## src/rtl/avg_pool_controller.sv

```systemverilog
// Sequencer for a 2x2/stride-2 average pooling datapath: walks every window of a
// multi-channel IFM, issues 4-port reads, and times the matching OFM writes.
module avg_pool_controller #(
   parameter int IFM_SIZE       = 28,
   parameter int IFM_DEPTH      = 6,
   parameter int ADDR_WIDTH     = 13,
   parameter int OFM_ADDR_WIDTH = 11,
   parameter int RD_LATENCY     = 1,
   parameter int POOL_LATENCY   = 3
) (
   input  logic                      clk,
   input  logic                      reset,
   input  logic                      start,
   output logic                      busy,
   output logic                      done,
   output logic                      rd_en,
   output logic [ADDR_WIDTH-1:0]     rd_addr_1,
   output logic [ADDR_WIDTH-1:0]     rd_addr_2,
   output logic [ADDR_WIDTH-1:0]     rd_addr_3,
   output logic [ADDR_WIDTH-1:0]     rd_addr_4,
   output logic                      pool_enable,
   output logic                      ofm_wr_en,
   output logic [OFM_ADDR_WIDTH-1:0] ofm_wr_addr
);

   localparam int HALF  = IFM_SIZE / 2;
   localparam int POS_W = (HALF > 1) ? $clog2(HALF) : 1;
   localparam int CH_W  = (IFM_DEPTH > 1) ? $clog2(IFM_DEPTH) : 1;

   localparam logic [POS_W-1:0]      POS_MAX  = POS_W'(HALF - 1);
   localparam logic [CH_W-1:0]       CH_MAX   = CH_W'(IFM_DEPTH - 1);
   localparam logic [ADDR_WIDTH-1:0] PLANE    = ADDR_WIDTH'(IFM_SIZE * IFM_SIZE);
   localparam logic [ADDR_WIDTH-1:0] ROW_STEP = ADDR_WIDTH'(2 * IFM_SIZE);
   localparam logic [ADDR_WIDTH-1:0] LINE     = ADDR_WIDTH'(IFM_SIZE);

   typedef enum logic [1:0] {
      S_IDLE,
      S_RUN,
      S_DRAIN,
      S_DONE
   } state_t;

   state_t                    state_q, state_d;
   logic [POS_W-1:0]          col_q, col_d;
   logic [POS_W-1:0]          row_q, row_d;
   logic [CH_W-1:0]           ch_q, ch_d;
   logic                      rd_en_q, rd_en_d;
   logic [ADDR_WIDTH-1:0]     addr1_q, addr1_d;
   logic [ADDR_WIDTH-1:0]     addr2_q, addr2_d;
   logic [ADDR_WIDTH-1:0]     addr3_q, addr3_d;
   logic [ADDR_WIDTH-1:0]     addr4_q, addr4_d;
   logic [RD_LATENCY-1:0]     pool_sr_q, pool_sr_d;
   logic [POOL_LATENCY-1:0]   wr_sr_q, wr_sr_d;
   logic [OFM_ADDR_WIDTH-1:0] wr_addr_q, wr_addr_d;
   logic                      last_win;
   logic [ADDR_WIDTH-1:0]     base;

   assign last_win = (col_q == POS_MAX) && (row_q == POS_MAX) && (ch_q == CH_MAX);

   always_comb begin
      state_d   = state_q;
      col_d     = col_q;
      row_d     = row_q;
      ch_d      = ch_q;
      rd_en_d   = 1'b0;
      wr_addr_d = wr_addr_q;

      // Delay lines shift every cycle; the pooling pipeline never stalls.
      pool_sr_d = (pool_sr_q << 1) | RD_LATENCY'(rd_en_q);
      wr_sr_d   = (wr_sr_q << 1) | POOL_LATENCY'(pool_sr_q[RD_LATENCY-1]);

      if (state_q == S_IDLE) begin
         wr_addr_d = '0;
      end else if (wr_sr_q[POOL_LATENCY-1]) begin
         wr_addr_d = wr_addr_q + 1'b1;
      end

      // Counters always name the window whose addresses are on the bus this cycle.
      unique case (state_q)
         S_IDLE: begin
            col_d = '0;
            row_d = '0;
            ch_d  = '0;
            if (start) begin
               state_d = S_RUN;
               rd_en_d = 1'b1;
            end
         end
         S_RUN: begin
            if (last_win) begin
               state_d = S_DRAIN;
               col_d   = '0;
               row_d   = '0;
               ch_d    = '0;
            end else begin
               rd_en_d = 1'b1;
               if (col_q == POS_MAX) begin
                  col_d = '0;
                  if (row_q == POS_MAX) begin
                     row_d = '0;
                     ch_d  = ch_q + 1'b1;
                  end else begin
                     row_d = row_q + 1'b1;
                  end
               end else begin
                  col_d = col_q + 1'b1;
               end
            end
         end
         S_DRAIN: begin
            // Leave once the write going out this cycle is the last one pending.
            if ((pool_sr_d == '0) && (wr_sr_d == '0)) begin
               state_d = S_DONE;
            end
         end
         S_DONE: begin
            state_d = S_IDLE;
         end
         default: begin
            state_d = S_IDLE;
         end
      endcase

      base = ADDR_WIDTH'(ch_d) * PLANE + ADDR_WIDTH'(row_d) * ROW_STEP
           + (ADDR_WIDTH'(col_d) << 1);

      addr1_d = addr1_q;
      addr2_d = addr2_q;
      addr3_d = addr3_q;
      addr4_d = addr4_q;
      if (rd_en_d) begin
         addr1_d = base;
         addr2_d = base + 1'b1;
         addr3_d = base + LINE;
         addr4_d = base + LINE + 1'b1;
      end
   end

   always_ff @(posedge clk or posedge reset) begin
      if (reset) begin
         state_q   <= S_IDLE;
         col_q     <= '0;
         row_q     <= '0;
         ch_q      <= '0;
         rd_en_q   <= 1'b0;
         addr1_q   <= '0;
         addr2_q   <= '0;
         addr3_q   <= '0;
         addr4_q   <= '0;
         pool_sr_q <= '0;
         wr_sr_q   <= '0;
         wr_addr_q <= '0;
      end else begin
         state_q   <= state_d;
         col_q     <= col_d;
         row_q     <= row_d;
         ch_q      <= ch_d;
         rd_en_q   <= rd_en_d;
         addr1_q   <= addr1_d;
         addr2_q   <= addr2_d;
         addr3_q   <= addr3_d;
         addr4_q   <= addr4_d;
         pool_sr_q <= pool_sr_d;
         wr_sr_q   <= wr_sr_d;
         wr_addr_q <= wr_addr_d;
      end
   end

   assign busy        = (state_q != S_IDLE);
   assign done        = (state_q == S_DONE);
   assign rd_en       = rd_en_q;
   assign rd_addr_1   = addr1_q;
   assign rd_addr_2   = addr2_q;
   assign rd_addr_3   = addr3_q;
   assign rd_addr_4   = addr4_q;
   assign pool_enable = pool_sr_q[RD_LATENCY-1];
   assign ofm_wr_en   = wr_sr_q[POOL_LATENCY-1];
   assign ofm_wr_addr = wr_addr_q;

endmodule

```

## config.mk

```make
export PLATFORM = sky130hd
export DESIGN_NAME = avg_pool_controller
export DESIGN_NICKNAME = d
export VERILOG_FILES = /design/src/rtl/avg_pool_controller.sv
export SDC_FILE = /design/constraint.sdc
export NUM_CORES = 1
export LEC_CHECK = 0
export ABC_AREA = 1
export CORE_ASPECT_RATIO = 1.4
export CORE_UTILIZATION = 40
export DETAILED_ROUTE_END_ITERATION = 6
export GPL_TIMING_DRIVEN = 0
export PLACE_DENSITY = 0.67
export SLEW_MARGIN = 5
export SYNTH_ARGS = -nofsm -noshare
export SYNTH_HDL_FRONTEND = slang
export SYNTH_SLANG_ARGS = --single-unit
```

## constraint.sdc

```tcl
create_clock -name clk -period 4.4 [get_ports clk]
set_input_delay 1.32 -clock clk [delete_from_list [all_inputs] [get_ports clk]]
set_output_delay 1.32 -clock clk [all_outputs]
set_load 0.01 [all_outputs]
```

# ---- Word-level counts from Yosys, hierarchy flattened
# Index checks and enable logic that the tools add are counted.
dict set report word_totals {
  ff_bits 81
  inputBits 3
  output_inout_bits 68
}
dict set report classes {
  addsub 9
  multipliers 2
  n_eq_ne 9
  mux 20
  n_bitwise 2
  n_reduce_logical 8
}
# op count
set op_table {}
lappend op_table {{13-bit by 1-bit adder with 13-bit output (second input constant)} 2}
lappend op_table {{11-bit 2-to-1 mux} 2}
lappend op_table {{4-bit 2-to-1 mux} 5}
lappend op_table {{4-bit case mux with 2 select lines} 2}
lappend op_table {{13-bit by 10-bit adder with 13-bit output} 1}
lappend op_table {{13-bit by 5-bit adder with 13-bit output} 1}
lappend op_table {{13-bit by 5-bit adder with 13-bit output (second input constant)} 1}
lappend op_table {{11-bit by 1-bit adder with 11-bit output (second input constant)} 1}
lappend op_table {{3-bit by 6-bit multiplier with 9-bit output (second input constant)} 1}
lappend op_table {{3-bit 2-to-1 mux} 3}
lappend op_table {{4-bit by 1-bit adder with 4-bit output (second input constant)} 2}
lappend op_table {{4-bit equality test (second input constant)} 2}
lappend op_table {{2-bit case mux with 4 select lines} 1}
lappend op_table {{4-bit by 3-bit multiplier with 7-bit output (second input constant)} 1}
lappend op_table {{2-bit 2-to-1 mux} 3}
lappend op_table {{2-bit != test (second input constant)} 3}
lappend op_table {{3-bit case mux with 2 select lines} 1}
lappend op_table {{2-bit equality test (second input constant)} 2}
lappend op_table {{2-bit nonzero test} 2}
lappend op_table {{3-bit by 1-bit adder with 3-bit output (second input constant)} 1}
lappend op_table {{3-bit equality test (second input constant)} 1}
lappend op_table {{1-bit logical AND} 3}
lappend op_table {{3-bit logical NOT} 1}
lappend op_table {{3-bit by 1-bit bitwise OR with 3-bit output} 1}
lappend op_table {{6 further kinds} 7}

# ---- Longest topological paths before layout
dict set report depth {
  depth_word 10
  depth_mapped 27
  depth_no_buf 27
}

# ---- Least setup slack after synthesis
# No wires, ideal clock.
dict set report synth_path {
  path_type {reg2reg}
  from {register state_q[0]}
  to {register addr3_q[12] (netlist: rd_addr_3[12])}
  setup_ns 0.117
  t_arrival_ns 4.283
  t_required_ns 4.283
  path_slack_ns -0.001
  stages_incl_launch_ff 23
  path_cell_list {dfrtp_1 > inv_1 > ha_1 > nor2_2 > nor2_1 > a211oi_1 > fa_1 > ha_1 > fa_1 > nand3_1 > nand2_1 > ha_1 > ha_1 > nand2_1 > nor2_1 > nor2_1 > nand2_1 > nand2_1 > nand2_1 > nor2_1 > nand3_1 > nand3_1 > nand2_1}
}
dict set report synth_between {
  elab_chain_cells 6
}
# item line_no
set synth_lines {}
lappend synth_lines {{start, declared} 43} ;# state_t state_q, state_d;
lappend synth_lines {{start signal, assigned} 154} ;# state_q <= state_d;
lappend synth_lines {{2-bit by 1-bit equality test with 1-bit output or 2-bit logical NOT (tied branches)} 79} ;# unique case (state_q)
lappend synth_lines {{4-bit case mux with 2 select lines (*)} 79}
lappend synth_lines {{named net row_d[1]} 45} ;# logic [POS_W-1:0] row_q, row_d;
lappend synth_lines {{4-bit by 3-bit multiplier with 7-bit output (*)} 124} ;# base = ADDR_WIDTH'(ch_d) * PLANE + ADDR_WIDTH'(row_d) * ROW_STEP
lappend synth_lines {{13-bit by 10-bit adder with 13-bit output (*)} 124}
lappend synth_lines {{13-bit by 5-bit adder with 13-bit output (*)} 125} ;# + (ADDR_WIDTH'(col_d) << 1);
lappend synth_lines {{13-bit by 5-bit adder with 13-bit output (*)} 134} ;# addr3_d = base + LINE;
lappend synth_lines {{end signal, assigned} 161} ;# addr3_q <= addr3_d;
lappend synth_lines {{end, declared} 50} ;# logic [ADDR_WIDTH-1:0] addr3_q, addr3_d;
# The timed path passes the listed nets; every way through them passes the cells marked *.
# A chain may end at the register's enable or synchronous reset.

# ---- Worst setup path in the final report
dict set report layout_path {
  from {register row_q[1]}
  to {register addr3_q[12] (netlist: rd_addr_3[12])}
}
dict set report layout_between {
  elab_chain_cells 9
}
# item line_no
set layout_lines {}
lappend layout_lines {{start, declared} 45}
lappend layout_lines {{start signal, assigned} 156} ;# row_q <= row_d;
lappend layout_lines {{4-bit by 1-bit adder with 4-bit output or 4-bit equality test (tied branches)} {103, 58, 99}}
lappend layout_lines {{4-bit 2-to-1 mux or 1-bit logical AND (tied branches)} {99, 58}}
lappend layout_lines {{4-bit 2-to-1 mux or 1-bit logical AND (tied branches)} {97, 58}}
lappend layout_lines {{4-bit 2-to-1 mux} 90} ;# if (last_win) begin
lappend layout_lines {{4-bit case mux with 2 select lines (*)} 79}
lappend layout_lines {{named net row_d[1]} 45}
lappend layout_lines {{4-bit by 3-bit multiplier with 7-bit output (*)} 124}
lappend layout_lines {{13-bit by 10-bit adder with 13-bit output (*)} 124}
lappend layout_lines {{13-bit by 5-bit adder with 13-bit output (*)} 125}
lappend layout_lines {{13-bit by 5-bit adder with 13-bit output (*)} 134}
# Marked as above.

==> results.yml <==
finish:
  diodes: 0
  fin_nets: 560
  mostFrequentLayoutCells: "86 x nand2_1, 68 x clkdlybuf4s50_1, 52 x dfrtp_1"
  area_growth_pct: 35.8
  fillers: 792
  utilization: 0.559
  drive_above_1_share: 0.202
  final_common_cell: "nand2_1"
synthesis:
  netlist_area_sq_um: 3540
  synth_area_leaders: "dfrtp_1 37%, ha_1 12%, nand2_1 9.3%"
  syn_avg_cell_area_sq_um: 8.30
  synth_xor_area_frac: 0.0272
  synthMuxAreaShare: 0
  yosys.area_share.simple: 0.241
  ys_ff_latch: 53
  synth_fa_ha_area_frac: 0.150
  ys_types: 35
  synth_warnings: 0
  synth_top_family_by_area: "simple AND/OR/NAND/NOR gates"
  yosysTopAreaCellShare: 0.374
  yosysSeqAreaShare: 0.374
  syn_inst: 427
  synth_compound_area_frac: 0.0710
  yosysTopAreaCell: "dfrtp_1"
die:
  ios: 71
  die_w_um: 81.5
  core_sq_um: 8610
  die-area_sq_um: 9240
  rows: 40
  start_util: 0.412
  fp.dieH_um: 113
route:
  viasPerCell: 4.88
  routed_wirelength_um: 7970
  postRouteAntennaNets: 0
  num_vias: 3044
  detail_route.wl_per_cell_um: 12.8
  drc: 0
  dr.pass1.iters: 4
  drtIter0Drc: 80
power_and_ir_drop:
  p_leak_nw: 2.32
  peakVddDrop_mv: 0.419
  power_density_nw_per_um2: 436
worst_setup_path:
  worst_ep_arrival_time_ns: 4.39
  required_ns: 4.59
  path_buf_inv: 2
  slowest_delay_ns: 0.52
  crit_chain: "inv_1 -> ha_1 -> nand3_1 -> o21ai_1 -> inv_1 -> nor2_4 -> a211oi_4 -> fa_1 -> ha_1 -> fa_2 -> ha_1 -> ha_4 -> nand2_1 -> nand3_1 -> nand2_1 -> nand2_2 -> nand3_2 -> nor2_4 -> nand3_1 -> nand3_1 -> nand2_1"
  startpoint_type: "flip-flop"
  path_delay_family: "adder cells"
  cp_slowest_cell: "fa_2"
  path_class: "flip-flop to flip-flop"
  cp_max_fo: 6
  crit_top_cell: "nand3_1"
  setup.worst_path.end_class: "flip-flop"
sta:
  fin_crit_sh: 0.955
  clock_skew_ns: 0.00338
  setup_viol: 0
  whs_ns: 0.386
  finalMaxSlewViolations: 0
  maxSlewHeadroom: 0.644
  post-route-min-period_ns: 4.20
  hold_viol: 0
  max_freq_ghz: 0.238
  worst_pin_slew_ns: 0.529
global_route:
  grt_pass1_vias: 2951
  grt_pass1_wl_um: 13000
  grt_usage: 0.182
  antenna_found_initial: 0
  grt_max_degree: 42
  gr-total-overflow: 0
clocking:
  cts.sinks: 53
  root_buffer: "clkbuf_16"
  cts_inserted_buffers: 5
  holdBufCountCts: 0
  cts_tree: "yes"
  clockBufferDepth: 2
  clk_latency_ns: 0.29
  clk_transition_reported_paths_ns: 0.07
  htreeDepth: 2
placement:
  gp_congestion: 0.837
  hpwl_um: 6020
  io_buffers: 68
run:
  cap_viol_max_count: 0
run_status:
  status: "completed"
hold_path:
  hp-class: "flip-flop to flip-flop"
## synthesized netlist by cell type (all sizes together)
library cell / count
dfrtp: 53
ha: 33
or2: 2
inv: 56
a211oi: 1
xor2: 3
a22oi: 2
nor2: 44
nor3: 7
o21a: 1
o21ai: 26
nor3b: 1
buf: 33
clkinv: 1
a21oi: 11
nand3: 33
o211ai: 1
xnor2: 8
conb: 1
o22ai: 2
a31oi: 2
nand4: 7
nand2: 93
fa: 6
## where the power goes
group / total, mW / internal [mW] / switching [mW]
sequential: 0.683 / 0.584 / 0.0995
clock: 0.389 / 0.209 / 0.180
combinational: 1.03 / 0.507 / 0.520
total: 2.10 / 1.30 / 0.799
## sequential cells by signal, summed over array words and instances (netlist names), 2 cells and up
signal,count
ch_q,3
col_q,4
ofm_wr_addr,11
rd_addr_1,12
rd_addr_3,11
row_q,4
state_q,2
wr_sr_q,3
## repair_timing
action / CTS / global route
resized for setup: 19 / 21
endpoints found under the setup margin: 13 / 9
buffers inserted: 8 / 6
pin swaps: 4 / 13
## logic make-up (layout without fill, tap and decap cells)
group,after synthesis,count (layout)
flip-flops,53,53
other,1,2
buffers and inverters,90,181
AO/OA/AOI/OAI,46,46
AND/OR/NAND/NOR,187,187
XOR/XNOR,11,11
adder cells (fa/ha/maj),39,39
## per-layer routing
layer / wire length [um] / part of all wire / vias to the layer above / GRT usage
met5: 0 / 0 / - / 0
met4: 184 / 0.023 / 0 / 0.0821
met3: 264 / 0.033 / 14 / 0.0282
met2: 4240 / 0.53 / 63 / 0.331
met1: 3280 / 0.41 / 1450 / 0.202
li1: - / - / 1517 / -
## final timing paths
check	startpoint	to	slack, ns	cells after the start
max	row_q[1]	rd_addr_3[12]	0.20	21
min	wr_sr_q[1]	wr_sr_q[2]	0.39	0
max reg2reg	row_q[1]	rd_addr_3[12]	0.20	21
min reg2reg	wr_sr_q[1]	wr_sr_q[2]	0.39	0
max in group asynchronous	reset	state_q[0]	2.58	3
min in group asynchronous	reset	rd_addr_1[11]	1.30	2
## per-stage QoR
step,area (sq um),instances,total power [mW],setup TNS [ns],setup slack [ns]
3_3_place_gp,4360,601,1.56,-1.88,-0.366
4_1_cts,4670,618,2.07,0,0.00642
3_5_place_dp,4380,602,1.59,-2.90,-0.463
5_1_grt,4810,624,2.24,-0.0892,-0.0395
6_report,4810,624,2.10,0,0.200
2_1_floorplan,3550,428,1.22,0,0.219
## worst register-to-register path, cell delays in order (launching register included)
cell	delay, ns
dfrtp_1	0.41
inv_1	0.06
ha_1	0.18
nand3_1	0.17
o21ai_1	0.09
inv_1	0.14
nor2_4	0.08
a211oi_4	0.29
fa_1	0.46
ha_1	0.23
fa_2	0.52
ha_1	0.25
ha_4	0.33
nand2_1	0.09
nand3_1	0.12
nand2_1	0.07
nand2_2	0.11
nand3_2	0.15
nor2_4	0.13
nand3_1	0.08
nand3_1	0.09
nand2_1	0.05
## final cells by class
type / count / area (sq um) / area share
buffer: 33 / 260 / 0.0541
clock buffer: 5 / 125 / 0.0260
clock inverter: 3 / 17.5 / 0.00364
inverter: 57 / 219 / 0.0455
multi-input combinational: 285 / 1930 / 0.400
sequential: 53 / 1330 / 0.276
tap: 105 / 131 / 0.0273
timing repair buffer: 83 / 806 / 0.167
No activity file was read; power rests on OpenSTA's default activity.
==> edit (config.mk and constraints unchanged) <==
Re-encode `state_t` (4 states) as one-hot, 4 bits wide.
--- a/src/rtl/avg_pool_controller.sv
+++ b/src/rtl/avg_pool_controller.sv
@@ -34,9 +34,9 @@
    localparam logic [ADDR_WIDTH-1:0] LINE     = ADDR_WIDTH'(IFM_SIZE);
 
-   typedef enum logic [1:0] {
-      S_IDLE,
-      S_RUN,
-      S_DRAIN,
-      S_DONE
+   typedef enum logic [3:0] {
+      S_IDLE  = 4'b0001,
+      S_RUN   = 4'b0010,
+      S_DRAIN = 4'b0100,
+      S_DONE  = 4'b1000
    } state_t;
 
Formal check against the unedited RTL: no difference found for any inputs over 10 cycles, from zero or initial values and one cycle with reset high; not proved beyond that.
==> edit against the original RTL <==
Count of clock-buffer cells in the layout stayed put; wire length is 0.50% higher; synthesized area is 0.53% higher; combinational power is 23% lower; clock power is 5% higher; worst setup slack better by 0.0019 ns; design area is 0.86% lower; first-iteration DRC count is 57% higher; sequential cell count is 2 higher; total power is 11% lower; die area is 0.51% higher; hold slack hardly changed; global-route usage is 0.16 points lower.
==> edit: results (changes against the original RTL) <==
Status: finished clean
Area contributors post-synth: dfrtp_1, ha_1, nand2_1
Post-Place Cells: 619 (+2.8%)
WL met1: 3315 um (+1.2%)
Routed vias/inst: 4.857 (-0.44%)
Cell Count, Final, Fillers Out: 636 (+1.9%)
Layout cells sized above 1: 0.1714 (-0.03094)
Mean Syn Cell Area: 8.023 um2 (-3.3%)
Setup Slack @ Placement: -0.6126 ns (-0.1499 ns)
Initial drt markers: 126 (+57%)
Post-layout minimum cycle time: 4.198 ns (-0.001928 ns)
Pleak: 2.332 nW (+0.70%)
Synth Area in Adders: 0.1356 (-0.01484)
Slew @ Worst Pin: 0.7747 ns (+0.2460 ns)
Worst path max stage delay: 0.54 ns (+0.02 ns)
Largest net degree at the start of global routing: 43 (+2.4%)
GR Util met3: 0.02400 (-0.004226)
Post-CTS Setup Inserts: 3 (-5)
Post-synth cell types: 33 (-5.7%)
Clk_skew: 0.008543 ns (+0.005162 ns)
GR met1 Demand/Resource: 0.2033 (+0.001229)
GR Layer Usage met2: 0.3251 (-0.005487)
Met2 WL: 4197 um (-1.0%)
DR pass1 iterations: 5 (+1)
Net Sw Power: 679.9 uW (-15%)
Peak VDD IR: 0.2744 mV (-34%)
Synth Area in Compound Gates: 0.08430 (+0.01332)
Global-route wire length before repair: 13070 um (+0.21%)
Number of cells on the worst reg-to-reg path: 23 (+9.5%)
Part of the Yosys area used for sequential elements: 0.3867 (+0.01243)
Met3 wire length: 301 um (+14%)
Synth top cells by count: nand2_1, inv_1, dfrtp_1, nor2_1, nand3_1
Gpl congestion: 0.8378 (+0.11%)
Post-cts gate resize count: 11 (-8)
DR WL/cell: 12.59 um (-1.4%)
Final nets: 568 (+1.4%)
==> edit: cell count changes after synthesis, sizes merged, moves of 3 or more <==
cell / unedited run / this run
inv: 56 / 71
a21oi: 11 / 18
ha: 33 / 29
nand3: 33 / 37
nor2: 44 / 40
o22ai: 2 / 5
xnor2: 8 / 5
==> edit: worst paths after layout <==
path / startpoint / end
hold / removal: wr_sr_q[0]$_DFF_PP0_ / wr_sr_q[1]$_DFF_PP0_
max in group asynchronous: reset / state_q[0]$_DFFE_PP1P_
setup reg to reg: col_q[1]$_DFF_PP0_ / rd_addr_3[12]$_DFFE_PP0P_
min in group asynchronous: reset / rd_addr_3[12]$_DFFE_PP0P_
setup / recovery: col_q[1]$_DFF_PP0_ / rd_addr_3[12]$_DFFE_PP0P_
hold reg to reg: wr_sr_q[0]$_DFF_PP0_ / wr_sr_q[1]$_DFF_PP0_
==> edit: cell type report <==
| type | instances | area [um2] |
|---|---|---|
| multi-input cells | 285 | 1827 |
| clock buffers | 5 | 125.1 |
| repair buffers | 78 | 768.2 |
| flip-flops and latches | 55 | 1379 |
| inverters | 71 | 266.5 |
| clock inverters | 3 | 28.78 |
| fillers | 788 | 3837 |
| well taps | 105 | 131.4 |
| plain buffers | 34 | 245.2 |
==> edit: worst register-to-register path: stages (launching register included) <==
cell and delay, ns:
dfrtp_1 0.41, inv_1 0.07, ha_2 0.20, nand3_4 0.13, inv_2 0.11, nand2_1 0.07, nand2_1 0.07, nand2_1 0.07
o22ai_2 0.26, fa_1 0.48, ha_2 0.20, fa_2 0.55, ha_4 0.21, ha_4 0.26, inv_1 0.06, nand2_1 0.08
nand3_1 0.12, nand2_2 0.10, nor2_2 0.15, nand2_1 0.13, nor2_2 0.13, nand3_1 0.09, nand3_1 0.09, nand2_1 0.05
==> edit: power groups by stage <==
| stage | clock (mW) | combinational (mW) | sequential [mW] |
|---|---|---|---|
| floorplan | 0 | 0.394 | 0.679 |
| global placement | 0 | 0.722 | 0.665 |
| detailed placement | 0 | 0.734 | 0.669 |
| CTS | 0.415 | 0.781 | 0.660 |
| global route | 0.433 | 0.886 | 0.672 |
| finish | 0.407 | 0.797 | 0.660 |
==> edit: per-stage QoR <==
step | cell area (um2) | total power [mW]
3_3_place_gp | 4378 | 1.387
3_5_place_dp | 4398 | 1.403
4_1_cts | 4613 | 1.856
6_report | 4771 | 1.865
5_1_grt | 4771 | 1.991
2_1_floorplan | 3566 | 1.073
==> edit: cell families after synthesis <==
family,count (synthesis)
XOR/XNOR,10
flip-flops,55
other,1
buffers and inverters,105
AND/OR/NAND/NOR,184
AO/OA/AOI/OAI,54
adder cells (fa/ha/maj),35
